--- src/rtl/dpram_drain.sv ---
// dpram_drain
//   Consumer side of the waveform-reader DPRAM handshake. Each dpram_run pulse
//   starts a transfer of dpram_len 16-bit half-words read from the 32-bit
//   event DPRAM, starting at word 0. Each word is sent high half first. The
//   half-words go out on a valid/ready stream with sop/eop marks.
//
// Ports
//   clk, rst              system clock, asynchronous active-high reset
//   dpram_run, dpram_len  start pulse and half-word count (sampled with run)
//   dpram_busy            high from the cycle after an accepted run through done
//   dpram_done            one-cycle completion pulse
//   rd_addr, rd_en        DPRAM read port (rd_data valid one cycle after rd_en)
//   rd_data               DPRAM read data
//   out_data/valid/ready  16-bit output stream
//   out_sop, out_eop      first / last half-word marks
//   err_overlap, err_len  sticky error flags, cleared by err_clr (set wins)
//   pkt_cnt               completed-transfer counter, wraps
//
// state | meaning
// IDLE  | waiting for dpram_run
// FETCH | issue DPRAM read of the current word
// LATCH | capture rd_data into the word register
// HI    | present word[31:16]
// LO    | present word[15:0]
// DONE  | pulse dpram_done, count the transfer

module dpram_drain #(
    parameter int P_ADR_WIDTH = 10,
    parameter int P_LEN_WIDTH = 16,
    parameter int P_CNT_WIDTH = 32
) (
    input  logic                   clk,
    input  logic                   rst,
    input  logic                   dpram_run,
    input  logic [P_LEN_WIDTH-1:0] dpram_len,
    output logic                   dpram_busy,
    output logic                   dpram_done,
    output logic [P_ADR_WIDTH-1:0] rd_addr,
    output logic                   rd_en,
    input  logic [31:0]            rd_data,
    output logic [15:0]            out_data,
    output logic                   out_valid,
    input  logic                   out_ready,
    output logic                   out_sop,
    output logic                   out_eop,
    output logic                   err_overlap,
    output logic                   err_len,
    input  logic                   err_clr,
    output logic [P_CNT_WIDTH-1:0] pkt_cnt
);

    // Capacity in half-words. One extra bit keeps the clamp value
    // representable even when dpram_len is narrow.
    localparam int                 CAP    = 2 ** (P_ADR_WIDTH + 1);
    localparam logic [P_LEN_WIDTH:0] CAP_HW = (P_LEN_WIDTH + 1)'(CAP);
    localparam logic [P_LEN_WIDTH:0] ONE_HW = (P_LEN_WIDTH + 1)'(1);

    typedef enum logic [2:0] {
        S_IDLE,
        S_FETCH,
        S_LATCH,
        S_HI,
        S_LO,
        S_DONE
    } state_t;

    state_t                 state;
    state_t                 state_nxt;
    logic [P_ADR_WIDTH-1:0] addr;
    logic [P_LEN_WIDTH:0]   remaining;
    logic [31:0]            word;
    logic                   first;

    logic [P_LEN_WIDTH:0]   len_ext;
    logic                   len_over;
    logic [P_LEN_WIDTH:0]   len_eff;
    logic                   run_ok;
    logic                   hs;
    logic                   last_hw;

    assign len_ext  = {1'b0, dpram_len};
    assign len_over = (len_ext > CAP_HW);
    assign len_eff  = len_over ? CAP_HW : len_ext;
    assign run_ok   = dpram_run && (state == S_IDLE);
    assign hs       = out_valid && out_ready;
    assign last_hw  = (remaining == ONE_HW);

    always_ff @(posedge clk or posedge rst) begin
        if (rst) begin
            state <= S_IDLE;
        end else begin
            state <= state_nxt;
        end
    end

    always_comb begin
        state_nxt  = state;
        rd_en      = 1'b0;
        rd_addr    = '0;
        out_valid  = 1'b0;
        out_data   = '0;
        out_sop    = 1'b0;
        out_eop    = 1'b0;
        dpram_done = 1'b0;
        dpram_busy = (state != S_IDLE);
        case (state)
            S_IDLE: begin
                if (dpram_run) begin
                    state_nxt = (len_eff == '0) ? S_DONE : S_FETCH;
                end
            end
            S_FETCH: begin
                rd_en     = 1'b1;
                rd_addr   = addr;
                state_nxt = S_LATCH;
            end
            S_LATCH: begin
                state_nxt = S_HI;
            end
            S_HI: begin
                out_valid = 1'b1;
                out_data  = word[31:16];
                out_sop   = first;
                out_eop   = last_hw;
                if (out_ready) begin
                    state_nxt = last_hw ? S_DONE : S_LO;
                end
            end
            S_LO: begin
                out_valid = 1'b1;
                out_data  = word[15:0];
                out_eop   = last_hw;
                if (out_ready) begin
                    state_nxt = last_hw ? S_DONE : S_FETCH;
                end
            end
            S_DONE: begin
                dpram_done = 1'b1;
                state_nxt  = S_IDLE;
            end
            default: begin
                state_nxt = S_IDLE;
            end
        endcase
    end

    always_ff @(posedge clk or posedge rst) begin
        if (rst) begin
            addr        <= '0;
            remaining   <= '0;
            word        <= '0;
            first       <= 1'b0;
            err_overlap <= 1'b0;
            err_len     <= 1'b0;
            pkt_cnt     <= '0;
        end else begin
            if (run_ok) begin
                remaining <= len_eff;
                addr      <= '0;
                first     <= 1'b1;
            end
            if (state == S_LATCH) begin
                word <= rd_data;
            end
            if (hs) begin
                remaining <= remaining - ONE_HW;
                if (state == S_HI) begin
                    first <= 1'b0;
                end
                if (state == S_LO) begin
                    addr <= addr + P_ADR_WIDTH'(1);
                end
            end
            if (state == S_DONE) begin
                pkt_cnt <= pkt_cnt + P_CNT_WIDTH'(1);
            end
            // A new error in the same cycle as err_clr keeps the flag set.
            err_overlap <= (dpram_run && (state != S_IDLE)) || (err_overlap && !err_clr);
            err_len     <= (run_ok && len_over) || (err_len && !err_clr);
        end
    end

endmodule

--- config.mk ---
export PLATFORM = sky130hd
export DESIGN_NAME = dpram_drain
export DESIGN_NICKNAME = d
export VERILOG_FILES = /design/src/rtl/dpram_drain.sv
export SDC_FILE = /design/constraint.sdc
export NUM_CORES = 1
export LEC_CHECK = 0
export ABC_AREA = 1
export CORE_MARGIN = 8
export CORE_UTILIZATION = 62
export DETAILED_ROUTE_END_ITERATION = 10
export DONT_BUFFER_PORTS = 1
export PLACE_DENSITY = 0.78
export SYNTH_ARGS = -nofsm -noshare
export SYNTH_HDL_FRONTEND = slang
export SYNTH_SLANG_ARGS = --single-unit
--- constraint.sdc ---
create_clock -name clk -period 4.05 [get_ports clk]
set_clock_uncertainty 0.1 [all_clocks]
set_input_delay 0.2025 -clock clk [delete_from_list [all_inputs] [get_ports clk]]
set_output_delay 0.2025 -clock clk [all_outputs]
set_load 0.01 [all_outputs]
==> results of run 1 <==
## per-stage QoR
stage          worst slack (ns)  std cells  utilization  hold WS [ns]
5_1_grt                   1.195        703       0.7367       0.05328
4_1_cts                   1.426        703       0.7367       0.01337
3_5_place_dp              1.443        640       0.6483        0.2061
3_3_place_gp              1.583        640       0.6483        0.2010
2_1_floorplan             1.214        547            -        0.1989
6_report                  1.421        703       0.7367       0.04273
## worst paths after layout
kind / endpoint / slack [ns]
max in group asynchronous: state[2] / 2.41
min in group asynchronous: word[22] / 0.44
setup / recovery: remaining[3] / 1.42
hold reg to reg: remaining[16] / 0.38
setup reg to reg: remaining[3] / 1.42
hold / removal: state[2] / 0.04
## worst reg2reg max path: stages (launching register included)
cell	delay, ns
dfrtp_1	0.42
nand2_1	0.08
nor2_2	0.52
nor2_1	0.24
nor2_4	0.26
inv_2	0.18
nand2_1	0.42
o21ai_0	0.20
o22ai_1	0.14
## synthesized netlist by cell type
| cell | number | share of area |
|---|---|---|
| o221ai_1 | 3 | 0.0054 |
| a211oi_1 | 1 | 0.0015 |
| nand3b_1 | 1 | 0.0015 |
| nand2_1 | 79 | 0.061 |
| xor2_1 | 23 | 0.041 |
| nor3_1 | 15 | 0.015 |
| nor4_1 | 2 | 0.0026 |
| nand4_1 | 15 | 0.019 |
| a22o_1 | 11 | 0.020 |
| nand3_2 | 1 | 0.0021 |
| xnor2_1 | 12 | 0.022 |
| nand2_2 | 1 | 0.0013 |
| nor2_4 | 1 | 0.0023 |
| or2_4 | 1 | 0.0018 |
| o211ai_1 | 7 | 0.011 |
| dfrtp_1 | 97 | 0.50 |
| o41ai_1 | 2 | 0.0036 |
| o21ai_0 | 21 | 0.022 |
| nor3_4 | 1 | 0.0033 |
| inv_1 | 71 | 0.055 |
| nor2_2 | 2 | 0.0026 |
| ha_1 | 4 | 0.010 |
| o311ai_0 | 1 | 0.0018 |
| nor3b_1 | 1 | 0.0015 |
| buf_4 | 1 | 0.0015 |
| clkbuf_1 | 8 | 0.0062 |
| o22ai_1 | 7 | 0.0090 |
| nor2_1 | 73 | 0.056 |
| buf_2 | 4 | 0.0041 |
| inv_2 | 2 | 0.0015 |
| nand3_1 | 28 | 0.029 |
| mux2_2 | 27 | 0.062 |
| a22oi_1 | 1 | 0.0015 |
| o21a_1 | 1 | 0.0015 |
| o31ai_1 | 3 | 0.0046 |
| a21oi_1 | 19 | 0.019 |
## repair_timing
action / 4_1_cts / 5_1_grt
hold buffers: 47 / 0
endpoints found under the hold margin: 111 / 0
setup endpoints to repair: 0 / 0
## state kept, by name (all words and copies together) (netlist names)
signal,count
err_len,1
addr,10
pkt_cnt,32
remaining,17
err_overlap,1
word,32
first,1
state,3
## routing by layer
metal,wire [µm],part of all wire
met2,6220,0.51
met1,4806,0.39
met3,984,0.080
met4,282,0.023
met5,0,0
## final cells by class
cell class | instances | area, µm² | area share
timing repair buffer | 51 | 500.5 | 0.08838
tap | 102 | 127.6 | 0.02254
sequential | 97 | 2427 | 0.4286
inverter | 73 | 275.3 | 0.04861
multi-input combinational | 364 | 2123 | 0.3749
clock inverter | 7 | 85.08 | 0.01502
clock buffer | 9 | 123.9 | 0.02187
## layout by cell type, fill, tap and decap left out, drive strengths merged, types with 3 or more instances in the layout
master	n
dfrtp	97
nand2	80
nor2	76
inv	75
dlygate4sd3	47
nand3	29
mux2	27
xor2	23
o21ai	21
a21oi	19
nor3	16
nand4	15
xnor2	12
a22o	11
clkbuf	9
o211ai	7
o22ai	7
ha	4
buf	4
o221ai	3
o31ai	3
## power groups by stage
stage | Sequential [mW] | Clock (mW) | Combinational [mW]
after global routing | 1.43 | 0.704 | 1.17
after CTS | 1.39 | 0.673 | 1.04
after floorplan | 1.37 | 0 | 0.820
after global placement | 1.40 | 0 | 0.950
final | 1.40 | 0.664 | 1.06
after detailed placement | 1.41 | 0 | 1.00
## logic make-up after synthesis
family,Yosys count
adder cells (fa/ha/maj),4
flip-flops,97
AND/OR/NAND/NOR,221
multiplexers,27
AO/OA/AOI/OAI,77
XOR/XNOR,35
buffers and inverters,86
==> metrics, run 1 <==
Crit. End Element flop; drt first pass iters 5; Post-DP Area 0.004984 mm²; H-tree depth 3; gr busiest metal met2; Internal Power 1.944 mW; first-pass GRT wire length 20,080 µm; Reg-to-Reg Start state[0]; CP Launch Type flop; global placement routability congestion 0.8215; via count 4,024; GRT met1 Usage 0.2496; Leak 2.554 nW; Clock Sinks 97; GR Util All Layers 0.2205; Seq/Total Area, Yosys 0.4972; grt ovf 0; Critical Path RT 4.23 ns; delay-heaviest family, CP simple AND/OR/NAND/NOR gates; WP depth 8; WP data arrival 2.81 ns; Inserted Diodes 0; mux cell area share after synthesis 0.06228; Clock power frac 0.212; VDD IR-drop max 0.0004048 V; YS warnings 0; Inserted Clock Buffers 9; Power, Total 3.123 mW; area share of and/or/nand/nor cells after synthesis 0.1991; share of cells above drive strength 1 0.09484; Rel. slew slack 0.2786; Die Span X 104.7 µm; Post-CTS Setup Bufs 0; Max-Cap Viols 0; Crit. Startpoint state[0]; critical path's slowest cell nor2_2; final setup vio count 0; core box area 0.007687 mm²; worst slew pin tran 1.081 ns; largest net degree at the start of global routing 64; R2R cell count 8; Layout Nets 653; max-slew violations 0; Final Hold Fails 0; Synth Net Count 604; Syn-to-layout area delta 15.99%; Hold WC Path Type in -> reg; number of global-route vias before repair 4,198; Yosys cell types 36; #FFs+latches synth 97; sequential share of power 0.449; fin crit share 0.6492; RSZ-0062 raised after global routing false; Die H 104.7 µm; PortBufs 0; power per cell area 551.5 mW/mm²; Fill cells 543; Routed WL 12,290 µm; met2 GRT Util 0.3805; Worst-Skew Late Latency 0.36 ns; Synth Area in Adders 0.01025; Synth Area in Compound Gates 0.1005; cell mode on critical path nand2_1; GR Util met3 0.06695; Design Area, Final 0.005663 mm²; synthesized area 0.004882 mm²; DRC viols 0; die area 0.01097 mm²; clk slew on worst S/H paths 0.11 ns; Period minus WS final 2.629 ns; Antenna Nets Post-Route 0; HP Start out_ready; XOR/XNOR Fraction of Synth Area 0.06279; Crit path largest cell delay 0.52 ns; Min-Delay Path Depth 4; Resize count post-CTS 0; Placement Rows 32; initial antenna violation count 0; fmax 380.3 MHz; clock root buffer master clkbuf_8; Clock Path Buffers 2; Via density 5.724; Syn Area/Cell 8.925 µm²; WP buf/inv 1; Initial DRC Count 193; critical path type reg -> reg; sw frac 0.3775; hpwl dp 8370 µm; DR WL/cell 17.49 µm; NetSw 1.179 mW; initial core utilization 0.6351; Mapped Cells 547; final setup TNS 0 ns; crit path max fanout 16; Comb power frac 0.339; worst path cell trace nand2_1 > nor2_2 > nor2_1 > nor2_4 > inv_2 > nand2_1 > o21ai_0 > o22ai_1; io pins 119; CTS tree done; largest family of logic cells by synthesized area simple AND/OR/NAND/NOR gates; status completed
Note: power is estimated with default switching activity, not from simulation.
==> run 2: changes to the inputs <==
- clock period: 4.05 -> 2.71 ns (I/O delays scaled with it)
==> run 2 against run 1 <==
Power grew 47%. Flip-flop and latch count is the same. Maximum frequency grew 13%. Final cell count grew 0.57%. Combinational power grew 48%.
==> metrics, run 2 (synthesized netlist as in run 1, its figures left out) <==
WP depth 10 (+2); Crit. Startpoint state[0]; initial antenna violation count 1 (+1); HP Start dpram_len[9]; clk slew on worst S/H paths 0.09 ns (-0.02 ns); final setup vio count 0 (unchanged); commonest cells after routing, fill and taps aside 97 x dfrtp_1, 79 x nand2_1, 73 x nor2_1; Fill cells 595 (+9.6%); global placement routability congestion 0.8554 (+4.1%); Initial DRC Count 128 (-34%); number of global-route vias before repair 4,276 (+1.9%); io pins 119 (unchanged); die area 0.01097 mm² (unchanged); Hold WC Path Type in -> reg; Period minus WS final 2.318 ns (-0.3111 ns); worst slew pin tran 0.8533 ns (-0.2276 ns); CTS tree done; DR WL/cell 17.42 µm (-0.40%); worst r2r dst remaining[15]; Crit path largest cell delay 0.43 ns (-0.09 ns); critical path's slowest cell dfrtp_1; critical path type reg -> reg; Final Hold Fails 0 (unchanged); commonest non-fill, non-tap cell in the layout dfrtp_1; fmax 431.4 MHz (+13%); Finished Core Util 0.7393 (+0.002604); grt ovf 0 (unchanged); Antenna Nets Post-Route 0 (unchanged); WP data arrival 2.45 ns (-0.36 ns); DRC viols 0 (unchanged); cell mode on critical path nand2_1; Design Area, Final 0.005683 mm² (+0.35%); R2R setup slack 0.39 ns (-1.03 ns); PortBufs 0 (unchanged); Reg-to-Reg Start state[0]; GR Util All Layers 0.2260 (+0.005473); Resize count post-CTS 0 (unchanged); final setup TNS 0 ns (unchanged); hold slack 0.01937 ns (-0.02336 ns); status completed; Rel. slew slack 0.4300 (+0.1514); Leak 2.569 nW (+0.59%); Via density 5.736 (+0.20%); crit path max fanout 16 (unchanged); core box area 0.007687 mm² (unchanged); worst path cell trace inv_1 > nand2_1 > nor2_1 > nor2_1 > nor2_4 > inv_2 > nand2_1 > inv_1 > nand2_1 > o21ai_0; WP buf/inv 3 (+2); Die H 104.7 µm (unchanged); Max-Cap Viols 0 (unchanged); Clock Path Buffers 2 (unchanged); Critical Path RT 2.84 ns (-1.39 ns); clock root buffer master clkbuf_8; Critical path destination remaining[15]; Post-DP Area 0.005014 mm² (+0.60%); Worst-Skew Late Latency 0.36 ns (about the same); via count 4,055 (+0.77%); Routed WL 12,310 µm (+0.17%); RSZ-0062 raised after global routing false; Layout Nets 656 (+0.46%); largest net degree at the start of global routing 43 (-33%); Crit. End Element flop; power per cell area 807.0 mW/mm² (+46%); max-slew violations 0 (unchanged); fin crit share 0.8554 (+0.2062); share of cells above drive strength 1 0.09603 (+0.001185); Die Span X 104.7 µm (unchanged); Placement Rows 32 (unchanged); VDD IR-drop max 0.0006272 V (+55%); first-pass GRT wire length 20,620 µm (+2.7%); H-tree depth 3 (unchanged); delay-heaviest family, CP simple AND/OR/NAND/NOR gates; Inserted Clock Buffers 9 (unchanged); Syn-to-layout area delta 16.40%; R2R cell count 10 (+2); initial core utilization 0.6351 (unchanged); Clock Sinks 97 (unchanged); hpwl dp 8411 µm (+0.49%); Largest regs pkt_cnt x32, word x32, remaining x17; CP Launch Type flop; drt first pass iters 4 (-1)
run 2: how the worst min path moves through the flow:
stage / cells after the start / slack, ns / end
global route: 5 / 0.04 / state[2]
floorplan: 1 / 0.13 / err_overlap
detailed placement: 1 / 0.11 / pkt_cnt[25]
CTS: 5 / 0.005 / state[2]
finish: 5 / 0.02 / state[2]
global placement: 1 / 0.10 / word[6]
run 2: layout make-up:
cell class / instances / area [µm²] / area share
antenna: 1 / 2.502 / 0.0004403
clock buffer: 10 / 127.6 / 0.02246
clock inverter: 6 / 58.81 / 0.01035
inverter: 73 / 277.8 / 0.04888
multi-input combinational: 364 / 2123 / 0.3736
sequential: 97 / 2427 / 0.4271
tap: 102 / 127.6 / 0.02246
timing repair buffer: 54 / 538.0 / 0.09467
run 2: per-stage QoR:
| stage | power [mW] | std cells | worst slack [ns] |
|---|---|---|---|
| after global placement | 3.524 | 642 | 0.5902 |
| after floorplan | 3.266 | 547 | 0.8800 |
| after detailed placement | 3.602 | 642 | 0.4736 |
| final | 4.586 | 707 | 0.3919 |
| after CTS | 4.585 | 706 | 0.4362 |
| after global routing | 4.863 | 707 | 0.1894 |
run 2: worst min-delay path, stage by stage:
cell     delay (ns)
o41ai_1        0.07
nand3_1        0.08
nand2_1        0.05
nand2_1        0.06
nand2_1        0.04
run 2: repair_timing:
action                     CTS  global route
hold buffers                48             0
setup endpoints to repair    0             0
buffers inserted             0             0
hold endpoints to repair    91             0
run 2: layer usage:
metal	global-route usage	vias to the layer above	routed length [µm]
li1	-	1916	-
met1	0.2530	1990	4805
met2	0.3905	125	6350
met3	0.07187	24	911
met4	0.09174	0	247
met5	0	-	0
run 2: power by group:
group	leakage, nW	internal (mW)	switching, mW	total, mW
Combinational	1.22	0.649	0.922	1.57
Sequential	1.25	1.82	0.271	2.10
Clock	0.0998	0.423	0.498	0.921
==> run 3: changes to the inputs <==
--- a/config.mk
+++ b/config.mk
@@ -6,5 +6,4 @@
 export NUM_CORES = 1
 export LEC_CHECK = 0
-export ABC_AREA = 1
 export CORE_MARGIN = 8
 export CORE_UTILIZATION = 62
==> constraint.sdc (replaced) <==
create_clock -name clk -period 2.71 [get_ports clk]
set_clock_uncertainty 0.1 [all_clocks]
set_input_delay 0.271 -clock clk [delete_from_list [all_inputs] [get_ports clk]]
set_output_delay 0.271 -clock clk [all_outputs]
set_load 0.01 [all_outputs]
==> run 3 against run 2 <==
Worst setup slack got worse by 0.23 ns. Clock-buffer cell count is 1 lower. Sequential share of layout area is 0.52 points higher. Via count fell by 6.6%. Global-route usage decreased by 0.85 points. First-iteration DRC count grew 63%. Hold slack better by 0.0015 ns. Maximum frequency is 9.0% lower. Synthesized cell count is 18% lower. Clock power is 12% higher.
==> metrics, run 3 <==
Clock Path Buffers 2 (unchanged); top post-synthesis cells by area dfrtp_1 50%, mux2_2 7.7%, xor2_1 4.2%, nor4_1 3.1%, a22o_1 3.1%; clock root buffer master clkbuf_8; Period minus WS final 2.547 ns (+0.2288 ns); first-pass GRT wire length 19,420 µm (-5.8%); power per cell area 897.3 mW/mm² (+11%); fmax 392.6 MHz (-9.0%); WL met3 1194 µm (+31%); fin crit share 0.9398 (+0.08442); Seq/Total Area, Yosys 0.5022 (+0.005019); initial antenna violation count 0 (-1); Max-Cap Viols 0 (unchanged); commonest non-fill, non-tap cell in the layout dfrtp_1; top cell type's share of synthesized area 0.5022 (+0.005019); Clock power frac 0.204 (+0.003); sw frac 0.3738 (+0.005260); core box area 0.007647 mm² (-0.52%); DR WL/cell 19.91 µm (+14%); CP Launch Type flop; VDD IR-drop max 0.0005593 V (-11%); Layout Cells excl Fill 592 (-16%); Inserted Clock Buffers 9 (unchanged); sequential share of power 0.445 (-0.012); io pins 119 (unchanged); share of cells above drive strength 1 0.1449 (+0.04887); placed insts 535 (-17%); Largest regs pkt_cnt x32, word x32, remaining x17; YS warnings 0 (unchanged); Syn-to-layout area delta 16.15%; Inserted Diodes 0 (-1); Mapped Cells 447 (-18%); status completed; Layout Nets 542 (-17%); Via density 6.399 (+12%); DRC viols 0 (unchanged); grt ovf 0 (unchanged); final setup vio count 0 (unchanged); CTS tree done; Comb power frac 0.350 (+0.008); global placement routability congestion 0.8551 (about the same); max-slew violations 0 (unchanged); Rel. slew slack 0.5525 (+0.1225); worst slew pin tran 0.6622 ns (-0.1910 ns); clk slew on worst S/H paths 0.10 ns (about the same); Top Layer Used met4; largest net degree at the start of global routing 59 (+37%); H-tree depth 3 (unchanged); Final Hold Fails 0 (unchanged); Leak 2.549 nW (-0.78%); Crit. End Element primary output; Critical Path RT 2.34 ns (-0.50 ns); count leader, synth dfrtp_1; #FFs+latches synth 97 (unchanged); hold slack 0.02085 ns (+0.001478 ns); Syn Area/Cell 10.81 µm² (+21%); ys async rst share 1.000 (unchanged); Placement Rows 32 (unchanged); hpwl dp 8005 µm (-4.8%); wire length on met2 5530 µm (-13%); Clock Sinks 97 (unchanged); Finished Core Util 0.7341 (-0.005128); Die H 104.3 µm (-0.42%); NetSw 1.883 mW (+11%); die area 0.01088 mm² (-0.85%); Post-synth EDFFs 0 (unchanged); commonest cells after routing, fill and taps aside 97 x dfrtp_1, 41 x dlygate4sd3_1, 33 x mux2_2; via count 3,788 (-6.6%); PortBufs 0 (unchanged); Routed met1 length 4835 µm (+0.62%); RSZ-0062 raised after global routing false; dominant synthesized flop cell dfrtp_1; leading area contributor after synthesis dfrtp_1; drt first pass iters 5 (+1); Die Span X 104.3 µm (-0.42%); Yosys cell types 53 (+47%); initial core utilization 0.6320 (-0.003056); synthesized area 0.004833 mm² (-1.0%); Worst-Skew Late Latency 0.38 ns (+0.02 ns); Hold WC Path Type in -> reg; Internal Power 3.154 mW (+8.9%); final setup TNS 0 ns (unchanged); crit path max fanout 8 (-8); Post-synth top cells 97 x dfrtp_1, 33 x mux2_2, 28 x nand2_1; Synth Net Count 504 (-17%); Initial DRC Count 208 (+63%); Antenna Nets Post-Route 0 (unchanged); critical path type reg -> out; Power, Total 5.037 mW (+9.8%); Routed WL 11,790 µm (-4.3%); WP data arrival 2.18 ns (-0.27 ns); GR Util All Layers 0.2175 (-0.008487); number of global-route vias before repair 3,776 (-12%)
-- run 3: critical path, stage by stage, from the launching register on --
cell and delay [ns]:
dfrtp_1 0.46, or4_1 0.57, buf_4 0.18, nor2_1 0.28
and4_1 0.32
-- run 3: final cells by class --
type,count,area (µm²)
inverters,13,52.55
repair buffers,55,528.0
flip-flops and latches,97,2427
clock buffers,9,123.9
well taps,102,127.6
fillers,539,2033
clock inverters,7,95.09
multi-input cells,309,2260
-- run 3: metal layers --
layer,up-vias,GRT usage
met5,-,0
met4,0,0.08170
met3,20,0.09170
met2,157,0.3301
met1,1867,0.2691
li1,1744,-
-- run 3: per-stage QoR --
step | worst slack [ns] | cell area (µm²)
CTS | 0.1517 | 5614
detailed placement | 0.3808 | 4985
global route | 0.08236 | 5614
finish | 0.1631 | 5614
floorplan | 0.4046 | 4837
global placement | 0.4594 | 4985
-- run 3: final timing paths --
path / from / endpoint / slack, ns / depth (start not counted)
worst min-delay path: dpram_run / first / 0.02 / 2
max in group asynchronous: rst / remaining[13] / 1.63 / 3
min in group asynchronous: rst / word[25] / 0.23 / 2
worst max register to register: remaining[0] / remaining[12] / 0.36 / 6
worst min register to register: addr[9] / addr[9] / 0.38 / 1
worst max-delay path: remaining[3] / out_eop / 0.16 / 4
-- run 3: cell families after synthesis --
kind of cell,count (synthesis),share of synthesized area
XOR/XNOR,32,0.05799
flip-flops,97,0.5022
adder cells (fa/ha/maj),4,0.01036
multiplexers,41,0.09345
buffers and inverters,41,0.03236
AO/OA/AOI/OAI,66,0.1030
AND/OR/NAND/NOR,166,0.2006
-- run 3: timing repair --
| item | 4_1_cts | 5_1_grt |
|---|---|---|
| setup buffers | 0 | 0 |
| resized for setup | 0 | 0 |
| hold endpoints to repair | 112 | 0 |
| hold buffers | 41 | 0 |
-- run 3: power groups by stage --
stage | clock (mW) | sequential (mW) | combinational (mW)
final | 1.03 | 2.24 | 1.76
after global routing | 1.11 | 2.30 | 1.93
after CTS | 1.05 | 2.22 | 1.75
after detailed placement | 0 | 2.25 | 1.69
after global placement | 0 | 2.22 | 1.63
after floorplan | 0 | 2.10 | 1.42
